--- src/rtl/dcache_port_arb.sv ---
// dcache_port_arb: arbitrates a load channel and a store channel onto a single
// memory request/response port. One operation is in flight at a time; stores
// win over loads when both are offered in the same idle cycle.
module dcache_port_arb #(
    parameter int INDEX_W = 19,
    parameter int DATA_W  = 64
) (
    input  logic               clock,
    input  logic               reset_n,

    input  logic               opload_index_valid,
    input  logic [INDEX_W-1:0] opload_index,
    output logic               opload_index_ready,
    output logic [DATA_W-1:0]  opload_read_data,
    output logic               opload_operation_done,

    input  logic               opstore_index_valid,
    input  logic [INDEX_W-1:0] opstore_index,
    input  logic [DATA_W-1:0]  opstore_write_mask,
    input  logic [DATA_W-1:0]  opstore_write_data,
    output logic               opstore_index_ready,
    output logic               opstore_operation_done,

    output logic               mem_req_valid,
    input  logic               mem_req_ready,
    output logic               mem_req_wen,
    output logic [INDEX_W-1:0] mem_req_index,
    output logic [DATA_W-1:0]  mem_req_wdata,
    output logic [DATA_W-1:0]  mem_req_wmask,
    input  logic               mem_resp_valid,
    input  logic [DATA_W-1:0]  mem_resp_rdata,

    output logic               busy
);

    typedef enum logic [1:0] {
        IDLE      = 2'd0,
        REQ       = 2'd1,
        WAIT_RESP = 2'd2,
        DONE      = 2'd3
    } state_t;

    state_t             state;
    logic               op_wen;
    logic [INDEX_W-1:0] op_index;
    logic [DATA_W-1:0]  op_wdata;
    logic [DATA_W-1:0]  op_wmask;
    logic [DATA_W-1:0]  read_data;

    // Acceptance is only offered while idle and out of reset; the store channel
    // shadows the load channel so a simultaneous load waits for the next idle cycle.
    assign opstore_index_ready = reset_n && (state == IDLE) && opstore_index_valid;
    assign opload_index_ready  = reset_n && (state == IDLE) && opload_index_valid
                                 && !opstore_index_valid;

    // Memory request fields come only from the captured operation so that the
    // channel inputs are free to change once the request has been taken.
    assign mem_req_valid = (state == REQ);
    assign mem_req_wen   = op_wen;
    assign mem_req_index = op_index;
    assign mem_req_wdata = op_wdata;
    assign mem_req_wmask = op_wmask;

    // Completion pulses last exactly the single DONE cycle and go to the
    // channel that owns the operation.
    assign opload_operation_done  = (state == DONE) && !op_wen;
    assign opstore_operation_done = (state == DONE) && op_wen;
    assign opload_read_data       = read_data;
    assign busy                   = (state != IDLE);

    // Operation sequencer: capture, issue, wait for the response, then signal done.
    always_ff @(posedge clock) begin
        if (!reset_n) begin
            state     <= IDLE;
            op_wen    <= 1'b0;
            op_index  <= '0;
            op_wdata  <= '0;
            op_wmask  <= '0;
            read_data <= '0;
        end else begin
            case (state)
                IDLE: begin
                    if (opstore_index_valid) begin
                        op_wen   <= 1'b1;
                        op_index <= opstore_index;
                        op_wdata <= opstore_write_data;
                        op_wmask <= opstore_write_mask;
                        state    <= REQ;
                    end else if (opload_index_valid) begin
                        op_wen   <= 1'b0;
                        op_index <= opload_index;
                        op_wdata <= '0;
                        op_wmask <= '0;
                        state    <= REQ;
                    end
                end
                REQ: begin
                    if (mem_req_ready) begin
                        state <= WAIT_RESP;
                    end
                end
                WAIT_RESP: begin
                    if (mem_resp_valid) begin
                        if (!op_wen) begin
                            read_data <= mem_resp_rdata;
                        end
                        state <= DONE;
                    end
                end
                DONE: begin
                    state <= IDLE;
                end
                default: begin
                    state <= IDLE;
                end
            endcase
        end
    end

endmodule

--- config.mk ---
export PLATFORM = sky130hd
export DESIGN_NAME = dcache_port_arb
export DESIGN_NICKNAME = d
export VERILOG_FILES = /design/src/rtl/dcache_port_arb.sv
export SDC_FILE = /design/constraint.sdc
export NUM_CORES = 1
export LEC_CHECK = 0
export BUFFER_PORTS_ARGS = -buffer_cell sky130_fd_sc_hd__clkbuf_2
export CORE_AREA = 2 2 178 180
export DETAILED_ROUTE_END_ITERATION = 16
export DIE_AREA = 0 0 180 182
export GPL_TIMING_DRIVEN = 0
export PLACE_DENSITY_LB_ADDON = 0.2
export SYNTH_ARGS = -nofsm -noshare
export SYNTH_HDL_FRONTEND = slang
export SYNTH_SLANG_ARGS = --single-unit
--- constraint.sdc ---
create_clock -name clock -period 2.1 [get_ports clock]
set_input_delay 0.21 -clock clock [delete_from_list [all_inputs] [get_ports clock]]
set_output_delay 0.21 -clock clock [all_outputs]
set_load 0.02 [all_outputs]
# After elaboration in Yosys (flattened, before gate mapping)
# Cells that the tools add are included.
[totals]
regBits = 214
latch_bits = 0
ram_bits = 0
rom_bits = 0
inputBits = 236
output_inout_bits = 218
elab_cells = 39
mem_count = 0
[op_classes]
n_addsub = 0
multipliers = 0
n_div = 0
order_cmp = 0
eq_ne = 6
n_shift = 0
n_mux = 12
n_bitwise = 1
n_reduce_logical = 14
[op_table]
columns = ["operator", "count"]
rows = [
  ["$mux W64", 3],
  ["$mux W19", 2],
  ["$mux W2", 4],
  ["$pmux W2 S4", 1],
  ["$logic_and A1 B1 Y1", 6],
  ["$reduce_and A3 Y1", 2],
  ["$eq A2 B2 Y1 const B", 2],
  ["$reduce_bool A2 Y1", 2],
  ["$ne A3 B3 Y1 const B", 1],
  ["$eq A2 B1 Y1 const B", 1],
  ["$logic_not A1 Y1", 2],
  ["$logic_not A2 Y1", 1],
  ["$mux W1", 2],
  ["$ne A2 B1 Y1 const B", 1],
  ["$ne A2 B2 Y1 const B", 1],
  ["$reduce_and A2 Y1", 1],
  ["$not A1 Y1", 1],
]

# Depth between registers and ports, before layout
# Gate-level depths: netlist of the first run.
[logic_depth]
word_depth = 4
ltp_mapped = 8
mapped_depth_nobuf = 5

# Worst setup path after synthesis of the first run
# Ideal clock, no wire load.
[synth_path]
path_type = "register to output"
from = "register state[0]"
to = "output opload_index_ready"
arrival_time_ns = 1.325
t_required_ns = 1.890
slack_ns = 0.565
stages_incl_launch_ff = 7
n_path_buf = 3
path_cell_list = "dfxtp_1 inv_1 ha_1 buf_4 buf_2 buf_2 and4b_1"
[synth_via]
elab_chain_len = 4
[synth_lines]
columns = ["element", "line", "source"]
rows = [
  ["from (decl)", "43", "state_t state;"],
  ["from (signal assigned)", "74", "state <= IDLE;"],
  ["from (signal assigned)", "88", "state <= REQ;"],
  ["from (signal assigned)", "94", "state <= REQ;"],
  ["$logic_not A2 Y1", "53", "assign opload_index_ready = reset_n && (state == IDLE) && opload_index_valid"],
  ["$logic_and A1 B1 Y1 (2 in series)", "53", ""],
  ["$logic_and A1 B1 Y1", "54", "&& !opstore_index_valid;"],
  ["to (decl)", "13", "output logic opload_index_ready,"],
]
# No other way between the ends.

# Worst setup path after layout of the first run
[layout_path]
from = "register state[1]"
to = "output opload_index_ready"
# The elaborated chain is that of the path after synthesis.

==> results.sh, run 1 <==
export IMPL_min_period_ns=2.01
export IMPL_path_class="register to output port"
export IMPL_skew_ns=0.00685
export IMPL_p_leak_uw=0.00653
export IMPL_vias=9302
export IMPL_htree_levels=1
export IMPL_numClockSinks=214
export IMPL_finalNetCount=1878
export IMPL_cts_tree="done"
export IMPL_drt_total_wl_mm=32.2
export IMPL_cap_viol_max_count=0
export IMPL_ys_ff_latch=214
export IMPL_clock_latency_ns=0.53
export IMPL_hold_path_class="primary input to register"
export IMPL_crit_arrival_ns=1.80
export IMPL_p_per_area_nw_per_um2=1100
export IMPL_synth_fp_nets=1205
export IMPL_antenna_found_initial=1
export IMPL_first_global_vias=9390
export IMPL_viasPerCell=4.52
export IMPL_grt_usage=0.187
export IMPL_end_kind="output port"
export IMPL_die_y_um=182
export IMPL_start_util=0.273
export IMPL_ys_flop_type="dfxtp_1"
export IMPL_worst_slew_pin_transition_ns=0.638
export IMPL_grt_max_degree=14
export IMPL_place_hpwl_mm=23.8
export IMPL_yosys_warnings=0
export IMPL_post_drt_wl_per_cell_um=15.6
export IMPL_async_flop_share=0
export IMPL_setup_viol=0
export IMPL_gr_total_overflow=0
export IMPL_fmax_mhz=497
export IMPL_yosysSeqAreaShare=0.507
export IMPL_hp_start="opload_index[14]"
export IMPL_critPathLaunchType="register"
export IMPL_ys_types=24
export IMPL_area_growth_pct=66.7
export IMPL_root_buffer="clkbuf_16"
export IMPL_drt_iter0_markers=290
export IMPL_clk_pin_slew_ns=0.06
export IMPL_critPathRequiredTime_ns=1.89
export IMPL_max_slew_margin=0.575
export IMPL_drc=0
export IMPL_status="finished clean"
export IMPL_timing_final_hold_violations=0
export IMPL_timing_setup_tns_ns=0
export IMPL_avgSynthCellArea_sq_um=8.77
export IMPL_rows=65
export IMPL_gp_congestion=0.784
export IMPL_dieArea_sq_um=32800
export IMPL_peakVddDrop_v=0.000610
export IMPL_dpl_worst_slack_ns=0.0291
export IMPL_rrSetupSlack_ns=0.23
export IMPL_die_width_um=180
export IMPL_min_period_over_period=0.958
export IMPL_io_buffers=451
export IMPL_reg2reg_depth=9
export IMPL_grt_pass1_wl_mm=50.0
export IMPL_setup_ws_ns=0.0885
export IMPL_rr_startpoint="state[1]$_SDFFE_PN0P_"
export IMPL_hold_path_end="mem_req_index[14]$_SDFFE_PN0P_"
export IMPL_slew_viol_final=0
export IMPL_syn_cell_area_sq_um=8450
export IMPL_syn_inst=964
export IMPL_drive_gt1_frac=0.337
export IMPL_io_pins=454
export IMPL_critPathMaxFanout=10
export IMPL_cts_max_path_buffers=3
export IMPL_core_area_sq_um=31000
export IMPL_grt_setup_unrepaired="no"
export IMPL_min_path_cells=4
export IMPL_ant_nets=0
export IMPL_drt_pass1_iterations=4
export IMPL_r2r_end="mem_req_wdata[41]$_SDFFE_PN0P_"
export IMPL_cts_inserted_buffers=26
export IMPL_synth_edf_count=0
==> power by group <==
group          total [uW]  internal (uW)  switching (uW)  leakage (uW)
clock                4690           2900            1780      0.000445
sequential           5130           4760             370       0.00175
combinational        5630           2060            3570       0.00434
==> logic make-up (layout without fill, tap and decap cells) <==
logic type / Yosys count / after routing / synth area share
AND/OR/NAND/NOR: 415 / 415 / 0.206
AO/OA/AOI/OAI: 216 / 216 / 0.198
flip-flops: 214 / 214 / 0.507
buffers and inverters: 93 / 786 / 0.0574
multiplexers: 21 / 21 / 0.0249
adder cells (fa/ha/maj): 5 / 5 / 0.00740
other: 0 / 1 / 0
==> stage by stage <==
stage | area [sq um] | hold WS (ns) | utilization | cells | power, uW
2_1_floorplan | 8450 | 0.355 | - | 964 | 8460
3_3_place_gp | 11200 | 0.436 | 0.362 | 1817 | 10400
3_5_place_dp | 11200 | 0.442 | 0.362 | 1817 | 10500
4_1_cts | 14100 | 0.00249 | 0.454 | 2059 | 15700
5_1_grt | 14100 | 0.0311 | 0.455 | 2060 | 16400
6_report | 14100 | 0.0317 | 0.455 | 2060 | 15400
==> cells in the final DEF, fill, tap and decap left out, types with 5 or more instances in the layout <==
cell type and n:
buf_4 17, clkbuf_16 26, inv_1 5, dfxtp_1 212
mux2i_1 21, nand2_1 280, dlygate4sd3_1 192, clkbuf_8 7
clkbuf_2 452, o211a_1 19, clkbuf_1 35, a21boi_0 83
a21boi_1 110, buf_2 38, nand3_1 128
==> layer usage <==
| metal | part of all wire | track usage |
|---|---|---|
| met2 | 0.47 | 0.320 |
| met5 | 0 | 0 |
| met1 | 0.43 | 0.227 |
| met4 | 0.040 | 0.0793 |
| met3 | 0.061 | 0.0405 |
==> worst max-delay path, cell delays in order (launching register included) <==
cell      delay [ns]
dfxtp_2         0.34
inv_1           0.10
ha_2            0.21
buf_12          0.11
buf_8           0.13
and4b_1         0.20
clkbuf_2        0.18
==> timing repair <==
action | CTS | global route
buffers inserted | 3 | 0
hold buffers | 192 | 0
gates resized for setup | 7 | 4
endpoints found under the hold margin | 192 | 0
setup endpoints to repair | 2 | 8
==> area by class of cell <==
cell class	count	area (sq um)
fill	3100	16900
sequential	214	4290
timing repair buffer	646	4200
multi-input combinational	657	3690
clock buffer	40	773
tap	402	503
buffer	87	485
clock inverter	8	130
inverter	5	18.8
antenna	1	2.50
==> Yosys cell counts (4+ instances only) <==
| cell type | count | share of area |
|---|---|---|
| a21boi_0 | 83 | 0.074 |
| a21boi_1 | 110 | 0.098 |
| buf_2 | 40 | 0.024 |
| buf_4 | 15 | 0.013 |
| buf_6 | 4 | 0.0053 |
| clkbuf_1 | 29 | 0.013 |
| dfxtp_1 | 214 | 0.51 |
| ha_1 | 5 | 0.0074 |
| inv_1 | 5 | 0.0022 |
| mux2i_1 | 21 | 0.025 |
| nand2_1 | 280 | 0.12 |
| nand3_1 | 128 | 0.076 |
| o211a_1 | 19 | 0.022 |
==> worst max-delay path by stage <==
stage | from | end | cells past startpoint
after floorplan | state[0]$_SDFFE_PN0P_ | opload_index_ready | 6
after global placement | state[1]$_SDFFE_PN0P_ | opload_index_ready | 7
after detailed placement | state[1]$_SDFFE_PN0P_ | opload_index_ready | 7
after CTS | state[0]$_SDFFE_PN0P_ | opload_index_ready | 6
after global routing | state[1]$_SDFFE_PN0P_ | mem_req_wmask[0]$_SDFFE_PN0P_ | 7
final | state[1]$_SDFFE_PN0P_ | opload_index_ready | 6
==> sequential cells by signal (all words and copies together), names as in the netlist <==
register          cells
mem_req_wdata        64
state                 2
mem_req_wmask        64
mem_req_index        19
opload_read_data     64
mem_req_wen           1
No activity file was read; power rests on OpenSTA's default activity.
==> inputs of run 2 (changes only) <==
--- a/config.mk
+++ b/config.mk
@@ -10,7 +10,7 @@
 export DETAILED_ROUTE_END_ITERATION = 16
 export DIE_AREA = 0 0 180 182
 export GPL_TIMING_DRIVEN = 0
-export PLACE_DENSITY_LB_ADDON = 0.2
+export PLACE_DENSITY = 0.6
 export SYNTH_ARGS = -nofsm -noshare
 export SYNTH_HDL_FRONTEND = slang
 export SYNTH_SLANG_ARGS = --single-unit
==> results.sh, run 2 (synthesized netlist as in run 1, its figures left out) <==
export IMPL_p_per_area_nw_per_um2=1080
export IMPL_min_period_ns=2.01
export IMPL_ant_nets=0
export IMPL_drc=0
export IMPL_timing_final_hold_violations=0
export IMPL_critPathCapture="opload_index_ready"
export IMPL_hp_start="opload_index[15]"
export IMPL_grt_max_degree=13
export IMPL_die_y_um=182
export IMPL_dieArea_sq_um=32800
export IMPL_io_pins=454
export IMPL_critPathMaxFanout=10
export IMPL_crit_arrival_ns=1.80
export IMPL_first_global_vias=9306
export IMPL_drt_total_wl_mm=32.6
export IMPL_final_cell_area_sq_um=14000
export IMPL_cts_max_path_buffers=3
export IMPL_gr_total_overflow=0
export IMPL_start_util=0.273
export IMPL_min_period_over_period=0.959
export IMPL_core_area_sq_um=31000
export IMPL_vias=9281
export IMPL_io_buffers=451
export IMPL_max_slew_margin=0.550
export IMPL_reg2reg_depth=9
export IMPL_clock_latency_ns=0.52
export IMPL_finalNetCount=1876
export IMPL_rr_startpoint="state[0]$_SDFFE_PN0P_"
export IMPL_cts_inserted_buffers=25
export IMPL_grt_setup_unrepaired="no"
export IMPL_drt_pass1_iterations=5
export IMPL_area_growth_pct=65.4
export IMPL_path_class="register to output port"
export IMPL_final_cell_mix="clkbuf_2 (452), nand2_1 (280), dfxtp_1 (212)"
export IMPL_peakVddDrop_v=0.000547
export IMPL_die_width_um=180
export IMPL_r2r_end="mem_req_wdata[43]$_SDFFE_PN0P_"
export IMPL_post_drt_wl_per_cell_um=15.9
export IMPL_skew_ns=0.00885
export IMPL_hold_path_class="primary input to register"
export IMPL_status="finished clean"
export IMPL_grt_pass1_wl_mm=50.4
export IMPL_setup_viol=0
export IMPL_end_kind="output port"
export IMPL_antenna_found_initial=1
export IMPL_antennaDiodeCount=0
export IMPL_numClockSinks=214
export IMPL_rows=65
export IMPL_critPathRequiredTime_ns=1.89
export IMPL_drt_iter0_markers=372
export IMPL_worst_slew_pin_transition_ns=0.675
export IMPL_slew_viol_final=0
export IMPL_gp_congestion=0.812
export IMPL_crit_path_start="state[0]$_SDFFE_PN0P_"
export IMPL_viasPerCell=4.53
export IMPL_total_power_uw=15200
export IMPL_critPathLaunchType="register"
export IMPL_grt_usage=0.190
export IMPL_fmax_mhz=497
export IMPL_place_hpwl_mm=23.3
export IMPL_clk_pin_slew_ns=0.06
export IMPL_htree_levels=1
export IMPL_placed_cell_area_sq_um=11200
export IMPL_rrSetupSlack_ns=0.15
export IMPL_cap_viol_max_count=0
export IMPL_cts_tree="done"
export IMPL_drive_gt1_frac=0.336
export IMPL_root_buffer="clkbuf_16"
export IMPL_final_common_cell="clkbuf_2"
export IMPL_p_leak_uw=0.00649
==> run 2: through the flow <==
| stage | worst slack, ns | utilization | hold WS (ns) | cells | TNS [ns] |
|---|---|---|---|---|---|
| 6_report | 0.0871 | 0.451 | 0.0411 | 2051 | 0 |
| 5_1_grt | 0.0101 | 0.451 | 0.0315 | 2051 | 0 |
| 4_1_cts | 0.00295 | 0.451 | 0.00442 | 2051 | 0 |
| 3_5_place_dp | -0.0807 | 0.362 | 0.442 | 1817 | -0.124 |
| 3_3_place_gp | -0.0624 | 0.362 | 0.437 | 1817 | -0.0835 |
| 2_1_floorplan | 0.565 | - | 0.355 | 964 | 0 |
==> run 2: area by class of cell <==
| class | count | area, sq um |
|---|---|---|
| Multi-Input combinational cell | 657 | 3680 |
| Tap cell | 402 | 503 |
| Inverter | 5 | 18.8 |
| Sequential cell | 214 | 4290 |
| Fill cell | 3010 | 17000 |
| Timing Repair Buffer | 645 | 4190 |
| Buffer | 87 | 485 |
| Clock inverter | 6 | 82.6 |
| Clock buffer | 35 | 733 |
==> run 2: power breakdown <==
part	internal (uW)	leakage (uW)	switching, uW
combinational	2060	0.00433	3620
clock	2650	0.000402	1690
sequential	4770	0.00175	383
total	9470	0.00649	5700
==> run 2: critical path, stage by stage (launching register included) <==
cell and delay [ns]:
dfxtp_2 0.36, inv_1 0.08, ha_1 0.24, buf_12 0.13
buf_8 0.14, and4b_1 0.17, clkbuf_2 0.16
==> run 2: timing repair <==
item	in CTS	in global routing
gates resized for setup	6	4
setup endpoints to repair	2	8
setup buffers	3	0
hold buffers	191	0
cloned	0	0
endpoints found under the hold margin	191	0
==> run 2: worst min path at each step <==
stage	cells past startpoint	to	slack [ns]
finish	4	mem_req_index[15]$_SDFFE_PN0P_	0.04
global route	3	mem_req_wmask[16]$_SDFFE_PN0P_	0.03
CTS	3	mem_req_wmask[16]$_SDFFE_PN0P_	0.004
detailed placement	2	mem_req_wdata[29]$_SDFFE_PN0P_	0.44
global placement	2	mem_req_wmask[54]$_SDFFE_PN0P_	0.44
floorplan	2	opload_read_data[0]$_SDFFE_PN0P_	0.35
==> run 2: routing by layer <==
| metal | GRT usage | vias to the layer above | wire [um] |
|---|---|---|---|
| met5 | 0 | - | 0 |
| met4 | 0.0735 | 0 | 1110 |
| met3 | 0.0361 | 83 | 2010 |
| met2 | 0.331 | 358 | 15800 |
| met1 | 0.232 | 4264 | 13700 |
| li1 | - | 4576 | - |
==> inputs of run 3 (changes only) <==
--- a/config.mk
+++ b/config.mk
@@ -6,11 +6,11 @@
 export NUM_CORES = 1
 export LEC_CHECK = 0
 export BUFFER_PORTS_ARGS = -buffer_cell sky130_fd_sc_hd__clkbuf_2
-export CORE_AREA = 2 2 178 180
+export CORE_AREA = 2 2 176 178
 export DETAILED_ROUTE_END_ITERATION = 16
-export DIE_AREA = 0 0 180 182
+export DIE_AREA = 0 0 178 180
 export GPL_TIMING_DRIVEN = 0
-export PLACE_DENSITY = 0.6
+export PLACE_DENSITY = 0.61
 export SYNTH_ARGS = -nofsm -noshare
 export SYNTH_HDL_FRONTEND = slang
 export SYNTH_SLANG_ARGS = --single-unit
==> results.sh, run 3 (synthesized netlist as in run 1, its figures left out) <==
export IMPL_status="finished clean"
export IMPL_final_cell_mix="clkbuf_2 (452), nand2_1 (280), dfxtp_1 (212)"
export IMPL_finalNetCount=1875
export IMPL_p_leak_uw=0.00648
export IMPL_drc=0
export IMPL_crit_arrival_ns=1.79
export IMPL_start_util=0.280
export IMPL_setup_viol=0
export IMPL_fin_util=0.463
export IMPL_hold_path_class="primary input to register"
export IMPL_gp_congestion=0.906
export IMPL_drt_total_wl_mm=32.3
export IMPL_slew_viol_final=0
export IMPL_io_pins=454
export IMPL_drive_gt1_frac=0.336
export IMPL_min_path_cells=4
export IMPL_drt_pass1_iterations=5
export IMPL_io_buffers=451
export IMPL_final_common_cell="clkbuf_2"
export IMPL_drt_iter0_markers=411
export IMPL_fillers=2907
export IMPL_total_power_uw=15000
export IMPL_dieArea_sq_um=32000
export IMPL_area_growth_pct=65.4
export IMPL_cts_inserted_buffers=25
export IMPL_core_area_sq_um=30200
export IMPL_holdWs_ns=0.0321
export IMPL_setup_ws_ns=0.0998
export IMPL_critPathLaunchType="register"
export IMPL_viasPerCell=4.59
export IMPL_multi_input_area_sq_um=3690
export IMPL_post_drt_wl_per_cell_um=15.7
export IMPL_timing_final_hold_violations=0
export IMPL_critical_path_max_stage_delay_ns=0.34
export IMPL_clk_pin_slew_ns=0.06
export IMPL_min_period_over_period=0.952
export IMPL_critPathMaxFanout=10
export IMPL_end_kind="output port"
export IMPL_clock_latency_ns=0.53
export IMPL_antenna_found_initial=2
export IMPL_dpl_worst_slack_ns=0.0404
export IMPL_path_class="register to output port"
export IMPL_grt_max_degree=17
export IMPL_gr_total_overflow=0
export IMPL_grt_usage=0.192
export IMPL_path_cells="inv_1, ha_2, buf_12, buf_6, and4b_1, clkbuf_2"
export IMPL_ant_nets=0
export IMPL_max_slew_margin=0.506
export IMPL_vias=9398
export IMPL_p_per_area_nw_per_um2=1080
export IMPL_r2r_end="mem_req_index[17]$_SDFFE_PN0P_"
export IMPL_numClockSinks=214
export IMPL_rr_startpoint="state[0]$_SDFFE_PN0P_"
export IMPL_reg2reg_depth=8
export IMPL_grt_pass1_wl_mm=49.2
export IMPL_path_delay_family="buffers and inverters"
export IMPL_rrSetupSlack_ns=0.17
export IMPL_cts_tree="done"
export IMPL_root_buffer="clkbuf_16"
export IMPL_critPathRequiredTime_ns=1.89
export IMPL_ff_latch_area_sq_um=4290
export IMPL_peakVddDrop_v=0.000559
export IMPL_die_y_um=180
export IMPL_die_width_um=178
export IMPL_hold_path_end="mem_req_index[18]$_SDFFE_PN0P_"
export IMPL_grt_setup_unrepaired="no"
export IMPL_fmax_mhz=500
export IMPL_place_hpwl_mm=23.6
export IMPL_hp_start="opload_index[18]"
export IMPL_cts_max_path_buffers=3
export IMPL_cap_viol_max_count=0
export IMPL_min_period_ns=2.00
export IMPL_crit_buf_inv=4
export IMPL_rows=64
export IMPL_worst_slew_pin_transition_ns=0.741
export IMPL_skew_ns=0.0101
export IMPL_crit_path_top_delay_cell="dfxtp_2"
export IMPL_htree_levels=1
export IMPL_first_global_vias=9338
export IMPL_timing_setup_tns_ns=0
run 3: cell count changes in the layout (fill, tap and decap cells not counted):
cell	delta
buf_4	-2
clkinv_2	+2
dlygate4sd3_1	+1
ha_2	+1
clkinv_4	+1
clkbuf_1	+1
ha_1	-1
diode_2	+2
inv_6	+1
clkbuf_8	-2
buf_6	+1
buf_8	-1
run 3: metrics by stage:
step | cell area [sq um] | std cells
after global placement | 11200 | 1811
final | 14000 | 2049
after detailed placement | 11200 | 1811
after global routing | 14000 | 2049
after floorplan | 8450 | 964
after CTS | 14000 | 2047
run 3: worst min-delay path, stage by stage:
cell	delay [ns]
clkbuf_2	0.07
mux2i_1	0.05
nand2_1	0.06
o211a_1	0.13
run 3: metal layers:
| metal | track usage | wire (um) |
|---|---|---|
| met2 | 0.332 | 15300 |
| met1 | 0.221 | 13100 |
| met3 | 0.0459 | 2400 |
| met5 | 0 | 0 |
| met4 | 0.0931 | 1460 |
run 3: what timing repair did:
action | in CTS | in global routing
hold buffers | 192 | 0
setup endpoints to repair | 2 | 11
setup buffers | 1 | 0
resized for setup | 5 | 5
gates cloned | 0 | 0
endpoints found under the hold margin | 192 | 0
run 3: worst max-delay path by stage:
stage | start | endpoint | slack (ns) | depth (start not counted)
finish | state[0]$_SDFFE_PN0P_ | opload_index_ready | 0.1 | 6
global route | state[1]$_SDFFE_PN0P_ | opload_index_ready | 0.004 | 6
CTS | state[0]$_SDFFE_PN0P_ | opload_index_ready | 0.01 | 6
detailed placement | state[0]$_SDFFE_PN0P_ | opload_index_ready | 0.04 | 7
global placement | state[1]$_SDFFE_PN0P_ | opload_index_ready | 0.04 | 7
floorplan | state[0]$_SDFFE_PN0P_ | opload_index_ready | 0.57 | 6
run 3: layout make-up:
class,instances,share of cell area
Multi-Input combinational cell,657,0.264
Antenna cell,2,0.000358
Timing Repair Buffer,644,0.299
Clock buffer,34,0.0507
Buffer,87,0.0345
Inverter,5,0.00134
Sequential cell,214,0.307
Tap cell,396,0.0354
Clock inverter,10,0.00788
run 3: power breakdown:
part	switching (uW)	leakage [uW]	internal, uW
clock	1730	0.000405	2600
sequential	373	0.00175	4760
combinational	3560	0.00433	2020
